--- config.mk ---
export PLATFORM = sky130hd
export DESIGN_NAME = serial_pattern_gen
export DESIGN_NICKNAME = d
export VERILOG_FILES = /design/src/rtl/serial_pat_pkg.sv /design/src/rtl/pattern_shift_reg.sv /design/src/rtl/serial_pattern_gen.sv
export SDC_FILE = /design/constraint.sdc
export NUM_CORES = 1
export LEC_CHECK = 0
export CAP_MARGIN = 0
export CORE_MARGIN = 2
export CORE_UTILIZATION = 40
export DETAILED_ROUTE_END_ITERATION = 8
export PLACE_DENSITY = 0.59
export SYNTH_ARGS = -nofsm -noshare
export SYNTH_HDL_FRONTEND = slang
export SYNTH_SLANG_ARGS = --single-unit
--- constraint.sdc ---
create_clock -name clk -period 4.3 [get_ports clk]
set_clock_uncertainty 0.2 [all_clocks]
set_input_delay 0.645 -clock clk [delete_from_list [all_inputs] [get_ports clk]]
set_output_delay 0.645 -clock clk [all_outputs]
set_load 0.02 [all_outputs]
--- src/rtl/serial_pat_pkg.sv ---
// Shared definitions for the serial pattern generator and the detector blocks.
package serial_pat_pkg;

  localparam int DEF_WIDTH = 4;
  localparam int DEF_CNT_W = 4;

  typedef enum logic [1:0] {
    IDLE  = 2'd0,
    SHIFT = 2'd1,
    GAP   = 2'd2,
    DONE  = 2'd3
  } state_t;

endpackage

--- src/rtl/pattern_shift_reg.sv ---
// Parallel-load, MSB-out shift register; zeros are shifted in at the LSB.
module pattern_shift_reg #(
  parameter int WIDTH = 4
) (
  input  logic             clk,
  input  logic             reset,
  input  logic             load,
  input  logic             shift,
  input  logic [WIDTH-1:0] din,
  output logic             msb
);

  logic [WIDTH-1:0] sr;

  // Load has priority over shift; a shift moves the next bit into the MSB.
  always_ff @(posedge clk) begin
    if (reset)      sr <= '0;
    else if (load)  sr <= din;
    else if (shift) sr <= {sr[WIDTH-2:0], 1'b0};
  end

  assign msb = sr[WIDTH-1];

endmodule

--- src/rtl/serial_pattern_gen.sv ---
// Serial pattern transmitter: MSB-first frames, repeated with an idle gap.
module serial_pattern_gen
  import serial_pat_pkg::*;
#(
  parameter int WIDTH = DEF_WIDTH,
  parameter int CNT_W = DEF_CNT_W
) (
  input  logic             clk,
  input  logic             reset,
  input  logic             start,
  input  logic [WIDTH-1:0] pattern,
  input  logic [CNT_W-1:0] repeat_cnt,
  input  logic [CNT_W-1:0] gap,
  output logic             x_out,
  output logic             bit_valid,
  output logic             frame_start,
  output logic             busy,
  output logic             done
);

  localparam int BW = (WIDTH > 1) ? $clog2(WIDTH) : 1;

  state_t           state;
  logic [WIDTH-1:0] pat_q;
  logic [CNT_W-1:0] rep_cnt;
  logic [CNT_W-1:0] gap_q;
  logic [CNT_W-1:0] gap_cnt;
  logic [BW-1:0]    bit_cnt;

  logic             sr_load;
  logic             sr_shift;
  logic [WIDTH-1:0] sr_din;
  logic             sr_msb;

  logic last_bit, more_reps, gap_end;
  assign last_bit  = (bit_cnt == '0);
  assign more_reps = (rep_cnt != '0);
  assign gap_end   = (gap_cnt == CNT_W'(1));

  // The MSB goes straight to x_out on the frame's first edge, so the shift
  // register is loaded with the remaining bits already advanced by one.
  always_comb begin
    sr_load  = 1'b0;
    sr_shift = 1'b0;
    sr_din   = {pat_q[WIDTH-2:0], 1'b0};
    case (state)
      IDLE: begin
        if (start) begin
          sr_load = 1'b1;
          sr_din  = {pattern[WIDTH-2:0], 1'b0};
        end
      end
      SHIFT: begin
        if (!last_bit)                      sr_shift = 1'b1;
        else if (more_reps && gap_q == '0)  sr_load  = 1'b1;
      end
      GAP:     sr_load = gap_end;
      default: ;
    endcase
  end

  pattern_shift_reg #(.WIDTH(WIDTH)) u_sr (
    .clk   (clk),
    .reset (reset),
    .load  (sr_load),
    .shift (sr_shift),
    .din   (sr_din),
    .msb   (sr_msb)
  );

  // Control FSM with counters and registered outputs.
  always_ff @(posedge clk) begin
    if (reset) begin
      state       <= IDLE;
      pat_q       <= '0;
      rep_cnt     <= '0;
      gap_q       <= '0;
      gap_cnt     <= '0;
      bit_cnt     <= '0;
      x_out       <= 1'b0;
      bit_valid   <= 1'b0;
      frame_start <= 1'b0;
      busy        <= 1'b0;
      done        <= 1'b0;
    end else begin
      case (state)
        IDLE: begin
          if (start) begin
            pat_q       <= pattern;
            rep_cnt     <= repeat_cnt;
            gap_q       <= gap;
            bit_cnt     <= BW'(WIDTH-1);
            state       <= SHIFT;
            x_out       <= pattern[WIDTH-1];
            bit_valid   <= 1'b1;
            frame_start <= 1'b1;
            busy        <= 1'b1;
          end
        end
        SHIFT: begin
          if (!last_bit) begin
            bit_cnt     <= bit_cnt - 1'b1;
            x_out       <= sr_msb;
            frame_start <= 1'b0;
          end else if (more_reps && gap_q != '0) begin
            state       <= GAP;
            gap_cnt     <= gap_q;
            x_out       <= 1'b0;
            bit_valid   <= 1'b0;
            frame_start <= 1'b0;
          end else if (more_reps) begin
            // back-to-back restart, no bubble
            rep_cnt     <= rep_cnt - 1'b1;
            bit_cnt     <= BW'(WIDTH-1);
            x_out       <= pat_q[WIDTH-1];
            frame_start <= 1'b1;
          end else begin
            state       <= DONE;
            x_out       <= 1'b0;
            bit_valid   <= 1'b0;
            frame_start <= 1'b0;
            done        <= 1'b1;
          end
        end
        GAP: begin
          if (gap_end) begin
            state       <= SHIFT;
            rep_cnt     <= rep_cnt - 1'b1;
            bit_cnt     <= BW'(WIDTH-1);
            x_out       <= pat_q[WIDTH-1];
            bit_valid   <= 1'b1;
            frame_start <= 1'b1;
          end else begin
            gap_cnt     <= gap_cnt - 1'b1;
          end
        end
        DONE: begin
          state <= IDLE;
          done  <= 1'b0;
          busy  <= 1'b0;
        end
        default: state <= IDLE;
      endcase
    end
  end

endmodule

# Word-level counts from Yosys, hierarchy flattened

Cells that the tools add are included.

Output and inout bits: 5
Bits in registers: 29

Muxes and demuxes: 53
Reduce and logical (&&, ||, !) cells: 21
Equality and inequality tests: 15
$add $sub $neg: 3

Operators by type and width:

| cell                                              | number |
|---|---|
| two-way mux 4 bit                                 | 12 |
| two-way mux 1 bit                                 | 21 |
| two-way mux 2 bit                                 | 10 |
| inequality test 2 bit (second input constant)     | 8 |
| case mux 1 bit (3 select lines)                   | 4 |
| case mux 4 bit (3 select lines)                   | 1 |
| AND reduction 4 bit                               | 3 |
| AND reduction 5 bit                               | 2 |
| inequality test 3 bit (second input constant)     | 3 |
| case mux 2 bit (4 select lines)                   | 1 |
| case mux 4 bit (2 select lines)                   | 1 |
| nonzero test 2 bit                                | 4 |
| nonzero test 4 bit                                | 2 |
| subtractor 4 x 1 -> 4 bit (second input constant) | 2 |
| case mux 2 bit (3 select lines)                   | 1 |
| AND reduction 6 bit                               | 1 |
| == test 2 bit (second input constant)             | 2 |
| == test 4 x 1 -> 1 bit (second input constant)    | 1 |
| logical NOT 2 bit                                 | 2 |
| logical NOT 4 bit                                 | 1 |
| case mux 1 bit (2 select lines)                   | 2 |
| AND reduction 2 bit                               | 2 |
| AND reduction 3 bit                               | 1 |
| nonzero test 3 bit                                | 1 |
| 3 further kinds                                   | 4 |

# Longest topological paths before layout

Depth after elaboration: 6
Mapped depth: 7
Depth with buffers taken out: 6

# Cells and area by module

A second synthesis with hierarchy kept.

Cell total of the unflattened synthesis: 191
Area, all modules: 1574.0 sq um

By module, submodules not included:

| module             | area an instance (sq um) | cells each | instances |
|---|---|---|---|
| serial_pattern_gen | 1401.3                   | 174        | 1 |
| pattern_shift_reg  | 172.7                    | 17         | 1 |

# Least setup slack after synthesis

No wires, ideal clock.

Path type: reg2reg
From: reg gap_q[3]
To: reg u_sr.sr[1]
Slack: 2218 ps
Cell stages (with the launch flop): 5
Period minus slack after synthesis: 2082 ps
Arrival time: 1758 ps
Data required time: 3977 ps
Cell sequence: dfxtp_1 > or4_4 > or3_1 > a31oi_4 > mux2_1

Cells in the longest elaborated chain, start to end: 6

Ends and longest elaborated chain:

| item                                                           | line                     | source |
|---|---|---|
| start, declared                                                | serial_pattern_gen.sv:26 | `logic [CNT_W-1:0] gap_q;` |
| start signal, assigned                                         | serial_pattern_gen.sv:91 | `gap_q <= gap;` |
| logical NOT 4 bit (*)                                          | serial_pattern_gen.sv:55 | `else if (more_reps && gap_q == '0) sr_load = 1'b1;` |
| logical AND 1 bit (*)                                          | serial_pattern_gen.sv:55 |  |
| two-way mux 1 bit (*)                                          | serial_pattern_gen.sv:55 |  |
| two-way mux 1 bit (*)                                          | serial_pattern_gen.sv:54 | `if (!last_bit) sr_shift = 1'b1;` |
| case mux 1 bit (3 select lines) (*)                            | serial_pattern_gen.sv:46 | `case (state)` |
| two-way mux 4 bit / nonzero test 2 bit (equally long branches) | n/a                      |  |
| end signal, assigned                                           | pattern_shift_reg.sv:18  | `else if (load) sr <= din;` |
| end signal, assigned                                           | pattern_shift_reg.sv:19  | `else if (shift) sr <= {sr[WIDTH-2:0], 1'b0};` |
| end, declared                                                  | pattern_shift_reg.sv:13  | `logic [WIDTH-1:0] sr;` |

Every way passes the cells marked *; elsewhere a longest branch is shown, timed or not.
A chain may end at the register's enable or synchronous reset.

# Worst setup path after layout

From: reg gap_cnt[0]
To: reg rep_cnt[3]

Cells in the longest elaborated chain, start to end: 3

Ends and longest elaborated chain:

| item                                   | line                      | source |
|---|---|---|
| start, declared                        | serial_pattern_gen.sv:27  | `logic [CNT_W-1:0] gap_cnt;` |
| start signal, assigned                 | serial_pattern_gen.sv:107 | `gap_cnt <= gap_q;` |
| start signal, assigned                 | serial_pattern_gen.sv:134 | `gap_cnt <= gap_cnt - 1'b1;` |
| == test 4 x 1 -> 1 bit                 | serial_pattern_gen.sv:38  | `assign gap_end = (gap_cnt == CNT_W'(1));` |
| inequality test 2 bit (no source line) | n/a                       |  |
| AND reduction 6 bit (no source line)   | n/a                       |  |
| end signal, assigned                   | serial_pattern_gen.sv:90  | `rep_cnt <= repeat_cnt;` |
| end signal, assigned                   | serial_pattern_gen.sv:113 | `rep_cnt <= rep_cnt - 1'b1;` |
| end signal, assigned                   | serial_pattern_gen.sv:128 | `rep_cnt <= rep_cnt - 1'b1;` |
| end, declared                          | serial_pattern_gen.sv:25  | `logic [CNT_W-1:0] rep_cnt;` |

Every way passes these cells.

==> results.txt <==
GRT Overall Usage: 17.8%
Worst path slowest cell: nor3b_1
Pwr Density: 643 nW/µm²
total clock sinks: 28
crit-path cells: ha_1 > nor3b_1 > o211ai_1 > o311ai_0 > o31ai_1
clk root buf: clkbuf_8
Post-synth top flop: dfxtp_1
vias in the first global route: 1,311
row cnt: 22
CP Launch Type: flip-flop
crit path max fanout: 11
setup_tns: 0 ns
largest net degree at the start of global routing: 26
Max Cap Viol: 0
Antenna Cells: 0
number of buffers created by CTS: 3
Final Core Density: 49.5%
initial antenna violation count: 0
Routed Antenna Nets: 0
most common cell after layout, fill and taps aside: nand2_1
Hold Vio Cnt, Final: 0
WP data required: 4.25 ns
CP Capture Type: flip-flop
Mean Syn Cell Area: 8.27 µm²
final wirelength: 3540 µm
status: finished, final reports clean
H-Tree Level Count: 1
WL per Instance: 14.2 µm
io pins: 20
Hold Path Origin: frame_start
Seq. cell area: 561 µm²
crit path time final: 2.53 ns
synth unique cells: 44
Post-Synthesis Cell Area: 1530 µm²
fill count: 357
Resized Gates After CTS: 0
Syn Inst Count: 185
clock buffer depth: 2
Slowest Stage Delay on Critical Path: 0.63 ns
# port buffers: 19
Nets: 225
worst r2r path cells: 5
Initial Utilization: 41.8%
CP startpoint: gap_cnt[0]
pre-CTS WS: 1.76 ns
CTS Hold Bufs: 0
hpwl dp: 2620 µm
highest-count cells in the layout ignoring fill and taps: nand2_1 (30), dfxtp_1 (28), clkdlybuf4s50_1 (19), a21oi_1 (18), inv_1 (13)
synth top area cells: dfxtp_1 (37%), nand2_1 (7.4%), ha_1 (6.5%)
chip height: 65.9 µm
initial DRC count: 59
Top delay family on crit path: compound AO/OA/AOI/OAI gates
first-pass GRT wire length: 6000 µm
die width: 65.9 µm
CTS tree: built
Buf+Inv Stages, Crit Path: 0
Pins Over Slew Limit: 0
crit path DAT: 2.48 ns
layout cells sized above 1: 5.47%
setup ws final: 1.77 ns
area delta synth->final: 18.5%
Reg clk slew, reported paths: 0.09 ns
Worst-Skew Late Latency: 0.27 ns
core area: 3660 µm²
top-area cell type share of the netlist area: 36.6%
Max-slew headroom: 49.1%
worst slew pin tran: 0.760 ns
RSZ-0062 raised after global routing: no
area of the multi-input gates: 887 µm²
cell taking the most area after synthesis: dfxtp_1
Fmax: 395 MHz
Vias/cell: 5.51
grt total ovfl: 0
1st-pass router iterations: 4
worst min path class: reg2reg
setup repair bufs after CTS: 0
Net Count, Synth: 208
total number of vias: 1,373
number of synthesis warnings: 0
Leakage: 0.682 nW
# setup viols final: 0
Die ar.: 4340 µm²
FF-to-FF setup slack: 1.77 ns
EDFF count, synth: 0
Worst Hold Depth: 2
Tcrit/Tclk final: 58.9%
drt drc: 0
Critical R2R Launch: gap_cnt[0]
Async S/R FF share, synth: 0%
Levels on crit path: 5
worst ir drop on vdd: 248 µV
Seq/Total Area, Yosys: 36.6%
GP Congestion: 0.833
Hold Slack: 0.263 ns
CP Class: reg2reg
synthesized flop and latch total: 28
[registers in the layout, summed over array words and instances (netlist names)]
register	flops
state	2
pat_q	4
done	1
bit_cnt	2
busy	1
frame_start	1
gap_cnt	4
rep_cnt	4
bit_valid	1
u_sr.sr	3
gap_q	4
x_out	1
[worst reg2reg max path, cell delays in order, from the launching register on]
cell	delay (ns)
dfxtp_1	0.41
ha_1	0.17
nor3b_1	0.63
o211ai_1	0.44
o311ai_0	0.43
o31ai_1	0.13
[cell usage after synthesis, types with 2 or more instances]
library cell	number
a21oi_1	18
a221oi_1	2
a22o_1	2
buf_1	2
clkbuf_1	6
dfxtp_1	28
ha_1	8
inv_1	13
mux2_1	3
mux2i_1	6
nand2_1	30
nand3_1	5
nor2_1	10
nor2b_1	6
nor3_1	4
nor3b_1	2
nor4_1	2
o211ai_1	2
o21ai_0	6
o311a_1	2
o31ai_1	3
o32ai_1	3
[metrics by stage]
stage | area (µm²) | power, mW | instances
final | 1810 | 1.17 | 249
after detailed placement | 1760 | 1.01 | 245
after global routing | 1810 | 1.26 | 249
after floorplan | 1530 | 0.848 | 185
after global placement | 1760 | 0.993 | 245
after CTS | 1810 | 1.17 | 249
[power by group]
group / total, mW / switching (mW) / leakage, nW / internal, mW
clock network: 0.162 / 0.0800 / 0.0288 / 0.0820
registers: 0.384 / 0.0529 / 0.230 / 0.331
logic: 0.620 / 0.358 / 0.423 / 0.262
total: 1.17 / 0.491 / 0.682 / 0.675
[cells by family (layout without fill, tap and decap cells)]
kind of cell	Yosys count	after routing	share of synthesized area, %
flops	28	28	36.6
compound gates	52	52	24.5
mux	9	9	6.13
buf+inv	22	38	5.40
simple gates	66	66	20.8
fa+ha+maj	8	8	6.54
[area by class of cell]
| class | instances | share of cell area, % |
|---|---|---|
| Multi-Input combinational cell | 135 | 48.9 |
| Sequential cell | 28 | 30.9 |
| Timing Repair Buffer | 20 | 10.9 |
| Tap cell | 48 | 3.31 |
| Clock buffer | 4 | 3.04 |
| Inverter | 14 | 2.90 |
[path summary, 6_finish.rpt]
check / endpoint
max: rep_cnt[3]
min: frame_start
min reg2reg: frame_start
max reg2reg: rep_cnt[3]
[per-layer routing]
layer  share of wire [%]  track usage, %
met1                  46            22.8
met5                   0               0
met4                 1.2            5.47
met2                  48            30.6
met3                 4.0            3.07
(Power assumes the default switching activity.)
